===== config.mk =====
export PLATFORM = sky130hd
export DESIGN_NAME = dft_bin_unloader
export DESIGN_NICKNAME = d
export VERILOG_FILES = /design/src/rtl/dft_bin_unloader.sv
export SDC_FILE = /design/constraint.sdc
export NUM_CORES = 2
export LEC_CHECK = 0
export CORE_UTILIZATION = 30
export DETAILED_ROUTE_END_ITERATION = 6
export DONT_BUFFER_PORTS = 1
export PLACE_DENSITY_LB_ADDON = 0.15
export SYNTH_ARGS = -nofsm -noshare
export SYNTH_HDL_FRONTEND = slang
export SYNTH_SLANG_ARGS = --single-unit

===== constraint.sdc =====
create_clock -name clk -period 9.9 [get_ports clk]
set_input_delay 1.98 -clock clk [delete_from_list [all_inputs] [get_ports clk]]
set_output_delay 1.98 -clock clk [all_outputs]
set_load 0.03 [all_outputs]

===== src/rtl/dft_bin_unloader.sv =====
// dft_bin_unloader
//   Captures 16-bin complex frames from the OBC DFT core into a ping-pong buffer and
//   drains them over a valid/ready stream, decoupling DFT timing from consumer backpressure.
//
// Ports
//   clk, rst                 clock, synchronous active-high reset
//   real_value, imag_value   bin from the DFT (two's complement, DW bits each)
//   bin_valid, bin_first     bin strobe; bin_first marks index 0 of a frame
//   out_real, out_imag       drained bin (zero while out_valid is low)
//   out_index, out_last      bin index of the beat; high on index NBINS-1
//   out_valid, out_ready     output stream handshake
//   overflow                 sticky: a whole frame was dropped, no bank free
//   sync_err                 sticky: bin_first seen mid-frame (partial frame abandoned)
//   clr_flags                clears both sticky flags (a same-cycle set wins)
//   out_mag                  only with MAG_EST_EN: max(|re|,|im|) + min(|re|,|im|)/2, saturated
//
// Optional feature macro: MAG_EST_EN
module dft_bin_unloader #(
  parameter int unsigned DW    = 32,
  parameter int unsigned NBINS = 16
) (
  input  logic                     clk,
  input  logic                     rst,
  input  logic [DW-1:0]            real_value,
  input  logic [DW-1:0]            imag_value,
  input  logic                     bin_valid,
  input  logic                     bin_first,
  output logic [DW-1:0]            out_real,
  output logic [DW-1:0]            out_imag,
  output logic [$clog2(NBINS)-1:0] out_index,
  output logic                     out_valid,
  input  logic                     out_ready,
  output logic                     out_last,
`ifdef MAG_EST_EN
  output logic [DW-1:0]            out_mag,
`endif
  output logic                     overflow,
  output logic                     sync_err,
  input  logic                     clr_flags
);

  localparam int unsigned IW = $clog2(NBINS);
  localparam logic [IW-1:0] IdxLast = IW'(NBINS - 1);

  typedef enum logic [1:0] {BkEmpty, BkFilling, BkFull, BkDraining} bank_st_e;

  bank_st_e bank_q [2];
  bank_st_e bank_d [2];

  logic [DW-1:0] mem_re [2][NBINS];
  logic [DW-1:0] mem_im [2][NBINS];

  logic          wr_bank_q, wr_bank_d, rd_bank_q, rd_bank_d;
  logic [IW-1:0] wr_idx_q, wr_idx_d, rd_idx_q, rd_idx_d;
  logic          discard_q, discard_d;
  logic          overflow_q, sync_err_q;

  logic          xfer, we, ovf_set, sync_set, disc;
  logic [IW-1:0] eff_idx;

  assign out_valid = (bank_q[rd_bank_q] == BkFull) || (bank_q[rd_bank_q] == BkDraining);
  assign xfer      = out_valid && out_ready;

  // Read side is resolved first so a bank freed by the last beat can be claimed in the
  // same cycle by an incoming first bin.
  always_comb begin
    bank_d    = bank_q;
    rd_bank_d = rd_bank_q;
    rd_idx_d  = rd_idx_q;
    wr_bank_d = wr_bank_q;
    wr_idx_d  = wr_idx_q;
    discard_d = discard_q;
    we        = 1'b0;
    ovf_set   = 1'b0;
    sync_set  = 1'b0;
    disc      = discard_q;
    eff_idx   = wr_idx_q;

    if (xfer) begin
      if (rd_idx_q == IdxLast) begin
        bank_d[rd_bank_q] = BkEmpty;
        rd_bank_d         = ~rd_bank_q;
        rd_idx_d          = '0;
      end else begin
        bank_d[rd_bank_q] = BkDraining;
        rd_idx_d          = rd_idx_q + 1'b1;
      end
    end

    if (bin_valid) begin
      if (bin_first && (wr_idx_q != '0)) begin
        // Realign: drop the partial frame; only release the bank if we actually held it.
        sync_set = 1'b1;
        eff_idx  = '0;
        if (!discard_q) bank_d[wr_bank_q] = BkEmpty;
        disc = 1'b0;
      end
      if (eff_idx == '0) begin
        if (bank_d[wr_bank_q] == BkEmpty) begin
          bank_d[wr_bank_q] = BkFilling;
          disc              = 1'b0;
        end else begin
          disc    = 1'b1;
          ovf_set = 1'b1;
        end
      end
      we = !disc;
      if (eff_idx == IdxLast) begin
        // wr_bank only advances on a completed frame, so drained order follows arrival order.
        if (!disc) begin
          bank_d[wr_bank_q] = BkFull;
          wr_bank_d         = ~wr_bank_q;
        end
        discard_d = 1'b0;
        wr_idx_d  = '0;
      end else begin
        discard_d = disc;
        wr_idx_d  = eff_idx + 1'b1;
      end
    end
  end

  always_ff @(posedge clk) begin
    if (rst) begin
      bank_q[0]  <= BkEmpty;
      bank_q[1]  <= BkEmpty;
      wr_bank_q  <= 1'b0;
      rd_bank_q  <= 1'b0;
      wr_idx_q   <= '0;
      rd_idx_q   <= '0;
      discard_q  <= 1'b0;
      overflow_q <= 1'b0;
      sync_err_q <= 1'b0;
    end else begin
      bank_q[0]  <= bank_d[0];
      bank_q[1]  <= bank_d[1];
      wr_bank_q  <= wr_bank_d;
      rd_bank_q  <= rd_bank_d;
      wr_idx_q   <= wr_idx_d;
      rd_idx_q   <= rd_idx_d;
      discard_q  <= discard_d;
      overflow_q <= (overflow_q && !clr_flags) || ovf_set;
      sync_err_q <= (sync_err_q && !clr_flags) || sync_set;
    end
  end

  // Storage needs no reset: reads are gated by bank state.
  always_ff @(posedge clk) begin
    if (we && !rst) begin
      mem_re[wr_bank_q][eff_idx] <= real_value;
      mem_im[wr_bank_q][eff_idx] <= imag_value;
    end
  end

  assign overflow  = overflow_q;
  assign sync_err  = sync_err_q;
  assign out_real  = out_valid ? mem_re[rd_bank_q][rd_idx_q] : '0;
  assign out_imag  = out_valid ? mem_im[rd_bank_q][rd_idx_q] : '0;
  assign out_index = out_valid ? rd_idx_q : '0;
  assign out_last  = out_valid && (rd_idx_q == IdxLast);

`ifdef MAG_EST_EN
  logic [DW-1:0] abs_re, abs_im, mag_max, mag_min;
  logic [DW:0]   mag_sum;

  // Two's complement negate of the most negative value yields 2^(DW-1) read as unsigned.
  always_comb begin
    abs_re  = out_real[DW-1] ? (~out_real + 1'b1) : out_real;
    abs_im  = out_imag[DW-1] ? (~out_imag + 1'b1) : out_imag;
    mag_max = (abs_re > abs_im) ? abs_re : abs_im;
    mag_min = (abs_re > abs_im) ? abs_im : abs_re;
    mag_sum = {1'b0, mag_max} + {2'b00, mag_min[DW-1:1]};
    out_mag = mag_sum[DW] ? '1 : mag_sum[DW-1:0];
  end
`endif

endmodule


== Word-level counts from Yosys, hierarchy flattened ==
Memory sizes are Yosys's and may differ from the RTL's. A register that Yosys moved wholly into a read port is not among the register bits.
Cells that the tools add are included.
Storage, ports and cells
  memory bits (writable): 2048
  output and inout port bits: 72
  word-level logic and storage cells: 115
  input bits: 70
  register bits after elaboration: 17
  memories kept: 2
Memory list
  mem_im: depth 2, bits a word 512, rd ports 1, clocked after memory_dff 1, write ports 1, RTL line 51  | logic [DW-1:0] mem_im [2][NBINS];
  mem_re: depth 2, bits a word 512, rd ports 1, clocked after memory_dff 1, write ports 1, RTL line 50  | logic [DW-1:0] mem_re [2][NBINS];
Operators by class
  equal/unequal tests: 4
  add/subtract/negate cells: 2
  mux-type cells: 53
  reduce and logical (&&, ||, !) cells: 20
  bitwise operators: 18
  order comparisons: 7
Operators with widths (count)
  512-bit 2-to-1 mux: 1
  32-bit binary-select mux with 4-bit select: 2
  32-bit 2-to-1 mux: 7
  32-bit demux with 4-bit select: 1
  4-bit 2-to-1 mux: 17
  2-bit 2-to-1 mux: 8
  1-bit 2-to-1 mux: 15
  5-bit >= comparator (second input constant): 2
  4-bit inverter with 5-bit output: 2
  1-bit logical AND: 9
  4-bit by 1-bit adder with 4-bit output (second input constant): 2
  4-bit AND: 2
  4-bit equality test (second input constant): 2
  4-bit inverter: 2
  5-bit by 1-bit less-than comparator with 1-bit output (second input constant): 1
  2-bit AND: 2
  2-bit demux with 1-bit select: 2
  2-bit equality test (second input constant): 2
  2-bit >= comparator (second input constant): 2
  4-bit zero test: 1
  2-bit by 1-bit less-than comparator with 1-bit output (second input constant): 2
  1-bit inverter with 2-bit output: 2
  2-bit inverter: 2
  2-bit bitwise OR: 2
  8 further kinds: 14

== Logic depth before layout (Yosys ltp) ==
  depth after elaboration: 25
  depth in mapped cells: 9
  depth with buffers taken out: 8

== Worst setup path before layout ==
OpenSTA, ideal clock, no wires.
  path kind: input-to-reg
  start: input bin_first
  end: memory mem_im[1][480] (netlist bit) (enable)
  buffers on the path: 1
  stages: 7
  data arrival time: 9.544 ns
  slack: -0.311 ns
  path through: buf_4 inv_1 nand2_1 ha_1 o21ai_0 a211oi_4 nor4b_1
On the way
  cells in the longest elaborated chain, start to end: 15
  elaborated cells between the ends (all ways): 26
  classes of those cells: order compare (2); mux (17); bitwise (1); reduce/logical (6)
RTL lines
  start: declaration: RTL line 27  | input logic bin_first,
  1-bit logical AND *: RTL line 91  | if (bin_first && (wr_idx_q != '0)) begin
  4-bit 2-to-1 mux: RTL line 91
  4-bit 2-to-1 mux: RTL line 90  | if (bin_valid) begin
  2-bit 2-to-1 mux (not written as such) (3 in series): RTL line 99  | if (bank_d[wr_bank_q] == BkEmpty) begin
  2-bit zero test: RTL line 99
  1-bit 2-to-1 mux: RTL line 99
  1-bit 2-to-1 mux: RTL line 98  | if (eff_idx == '0) begin
  1-bit 2-to-1 mux: RTL line 90
  1-bit zero test
  1-bit 2-to-1 mux: RTL line 90
  1-bit logical AND: RTL line 149  | if (we && !rst) begin
  1-bit 2-to-1 mux: RTL line 149
  512-bit 2-to-1 mux (not written as such) *: RTL line 151  | mem_im[wr_bank_q][eff_idx] <= imag_value;
  end: declaration: RTL line 51
Every way passes the cells marked *; elsewhere a longest branch is shown, timed or not. The select of a mux whose other input is x is not followed.

== Worst setup path after layout ==
  start: register rd_idx_q[0]
  end: output out_imag[16]
On the way
  cells in the longest elaborated chain, start to end: 5
RTL lines
  start: declaration: RTL line 54  | logic [IW-1:0] wr_idx_q, wr_idx_d, rd_idx_q, rd_idx_d;
  start signal: assignment: RTL line 140  | rd_idx_q <= rd_idx_d;
  4-bit inverter with 5-bit output (not written as such): RTL line 158  | assign out_imag = out_valid ? mem_im[rd_bank_q][rd_idx_q] : '0;
  32-bit binary-select mux with 4-bit select: RTL line 158
  32-bit 2-to-1 mux (not written as such) (2 in series): RTL line 158
  32-bit 2-to-1 mux: RTL line 158
  end: declaration: RTL line 29  | output logic [DW-1:0] out_imag,
No other way between the ends. The select of a mux whose other input is x is not followed.

==> implementation parameters <==
Parameter                              Value

STA
  Max Fclk    between 0.1 and 0.15 GHz
  Final worst path period need    ~6.9 ns
  RSZ-0062 raised after global routing    false
  Transition time at the pin with the least slew margin    between 1 and 1.5 ns
  Max-slew violation count    0
  Max-slew headroom    25.4%
  Part of the cycle the worst path needs    69.7%
  Final setup TNS    0 ns
  Clock tree skew after final layout    between 0.05 and 0.06 ns
  Number of endpoints failing setup at the final stage    0
  Hold violation count in the final report    0

Setup path
  Setup slack of the worst register-to-register path    approximately 5.4 ns
  Type of element capturing the critical path    output port
  Maximum fanout along the worst path    48
  Delay of the slowest critical-path stage    about 0.74 ns
  Required time at the endpoint of the critical path    7.92 ns
  CP Buf/Inv Count    2
  Max stage delay cell, worst path    sky130_fd_sc_hd__buf_4
  Crit start category    flip-flop
  Kind of critical path    flip-flop to output port
  Ordered list of cells on the worst path    buf_4, and2_4, buf_4, a22oi_1, a31oi_1, nand4_1
  Most frequent CP cell    sky130_fd_sc_hd__buf_4
  CP top delay family    buffers and inverters
  Crit path DAT    about 4.9 ns

Placed design
  Count of input and output buffers    0
  Cell area after placement    roughly 0.083 mm2
  Total half-perimeter wirelength after legalization and detailed placement    119 mm
  Placer Congestion    0.730

Logic synthesis
  Most common cell in the synthesized netlist    sky130_fd_sc_hd__edfxtp_1
  List of most frequent post-synthesis cells    2048 x sky130_fd_sc_hd__edfxtp_1, 384 x sky130_fd_sc_hd__mux4_2, 257 x sky130_fd_sc_hd__mux2i_1, 246 x sky130_fd_sc_hd__a22oi_1, 83 x sky130_fd_sc_hd__clkbuf_1
  Post-synthesis sequential element count    2066
  Top cells by area in the synthesized netlist    sky130_fd_sc_hd__edfxtp_1 78%, sky130_fd_sc_hd__mux4_2 11%, sky130_fd_sc_hd__mux2i_1 3.3%
  Synthesized instance count    between 3000 and 4000
  Predominant post-synthesis flop cell    sky130_fd_sc_hd__edfxtp_1
  Distinct cells, synth    between 50 and 60
  Warnings from Yosys    0
  Post-Syn Nets    roughly 3700
  Asr flop ratio synth    0%
  Number of flops mapped to enable cells by yosys    2048
  Avg Synthesized Cell Area    21.9 um2
  Share of the yosys chip area belonging to registers    78.5%
  Synthesized cell area    roughly 0.079 mm2
  Top-area cell type share of the netlist area    between 70 and 80%
  Yosys top cell by area    sky130_fd_sc_hd__edfxtp_1

Die
  DIE HEIGHT    515 um
  Floorplan core area    about 0.26 mm2
  Number of top-level design ports    ~140
  Number of rows in the core area    about 190
  Width of the die    approximately 510 um
  Starting density of the core    30.3%
  Die area    0.265 mm2

Global route
  Global-route congestion overflow total    0
  Antenna violations before repair    6
  Largest net degree at the start of global routing    around 120
  Total track usage    roughly 17%
  Via count of the first global-routing pass    approximately 39000
  First-pass GRT wire length    around 310 mm

Clock tree
  Number of gates resized after CTS    0
  Clock tree root buffer cell    sky130_fd_sc_hd__clkbuf_16
  TritonCTS clock tree    yes
  Number of CTS-inserted buffers    approximately 220
  Clock buffer depth    3
  Clock latency at the later pin of the worst-skew pair    around 0.90 ns
  Clock transition time at the flip-flop clock pins of the worst setup and hold paths    roughly 0.06 ns
  Post-CTS Repair Setup Buffers    0
  Hold buffer count at CTS    0
  Maximum level of the CTS H-tree    4
  CTS sink count    a little over 2000

Hold path
  Path class of the lowest-slack min-delay path    flip-flop to flip-flop

Final layout
  Number of nets in the layout    around 3800
  Area growth from synthesis to final layout    14.4%
  Final Instance Area    roughly 0.09 mm2
  Area occupied by multi-input gates    0.0162 mm2
  Final cell utilization of the core    approximately 35%
  Fill count    ~24000
  Fraction of layout instances using a drive strength above 1    a little under a quarter
  Area of all sequential standard cells    ~0.062 mm2

Status
  Status    finished clean

Drt
  Drt first-iter violations    about 3200
  Total detailed-routing wirelength    between 200 and 250 mm
  WL per Instance    30.4 um
  Number of detailed-route iterations in the first pass    5
  Detail Route Antenna Nets    0
  Residual DRC count    0
  Mean number of vias per cell    5.00
  Vias after detailed routing    approximately 37000

Pwr
  Pwr Density    roughly 190 mW/mm2
  Reported leakage power    26.1 nW
  Worst vdd ir    between 150 and 200 uV
  Overall power consumption    0.0175 W

Run
  Max-cap violations    0
## tightest hold or removal path, stage by stage, from the launching register on
cell and delay, ns:
sky130_fd_sc_hd__dfxtp_1 0.32, sky130_fd_sc_hd__o221ai_1 0.14, sky130_fd_sc_hd__a211oi_1 0.08
## final cells by class
type,count,area share [%]
diodes,2,0.00555
clock buffers,303,6.59
clock inverters,109,0.954
inverters,8,0.0333
multi-input cells,1326,18.0
flip-flops and latches,2066,68.6
well taps,3496,4.85
repair buffers,104,0.949
## registers in the layout, indices dropped and copies added, names as in the netlist, named ones only
name / flops
mem_im: 1024
mem_re: 1024
bank_q: 4
rd_idx_q: 4
wr_idx_q: 4
discard_q: 1
overflow: 1
rd_bank_q: 1
sync_err: 1
wr_bank_q: 1
## cell usage in the layout, fill, tap and decap left out, types with 68 or more instances in the layout
cell type                      n
sky130_fd_sc_hd__a22oi_1     246
sky130_fd_sc_hd__buf_4        98
sky130_fd_sc_hd__clkbuf_1     75
sky130_fd_sc_hd__clkbuf_16   224
sky130_fd_sc_hd__edfxtp_1   2048
sky130_fd_sc_hd__mux2i_1     257
sky130_fd_sc_hd__mux4_2      384
sky130_fd_sc_hd__nand2_1      80
sky130_fd_sc_hd__nand3_1      71
sky130_fd_sc_hd__nand4_1      68
## routing by layer
| metal | routed length [um] | vias up | GRT usage [%] | share of wire (%) |
|---|---|---|---|---|
| li1 | - | 15500 | - | - |
| met1 | 99000 | 20300 | 22.8 | 44 |
| met2 | 109000 | 889 | 27.7 | 48 |
| met3 | 13300 | 282 | 3.93 | 5.9 |
| met4 | 4480 | 2 | 4.04 | 2.0 |
| met5 | 13 | - | 0 | 0.0058 |
## through the flow
stage / hold WS [ns] / instances / worst slack, ns
after global placement: 0.563 / 7000 / 3.71
after global routing: 0.615 / 7413 / 2.66
after CTS: 0.583 / 7412 / 2.77
after floorplan: 0.505 / 3604 / 0.226
after detailed placement: 0.571 / 7000 / 3.72
final: 0.582 / 7414 / 3.00
## final timing paths
kind,startpoint,endpoint,depth (start not counted)
worst max-delay path,rd_idx_q[0],out_imag[16],6
worst min-delay path,bank_q[0],bank_q[0],2
worst max register to register,wr_bank_q,mem_re[1][317],5
worst min register to register,bank_q[0],bank_q[0],2
## report_power, final
part           switching, W  internal, W  leakage (nW)
clock               0.00348      0.00431          3.26
sequential       0.00000859      0.00964          18.6
combinational     0.0000436    0.0000183          4.28
## logic make-up after synthesis
kind of cell / after synthesis / synth area share (%)
compound gates: 294 / 2.79
xor+xnor: 3 / 0.0333
fa+ha+maj: 3 / 0.0476
buf+inv: 212 / 1.34
flops: 2066 / 78.5
mux: 706 / 15.2
simple gates: 320 / 2.15
Note: power is estimated with default switching activity, not from simulation.
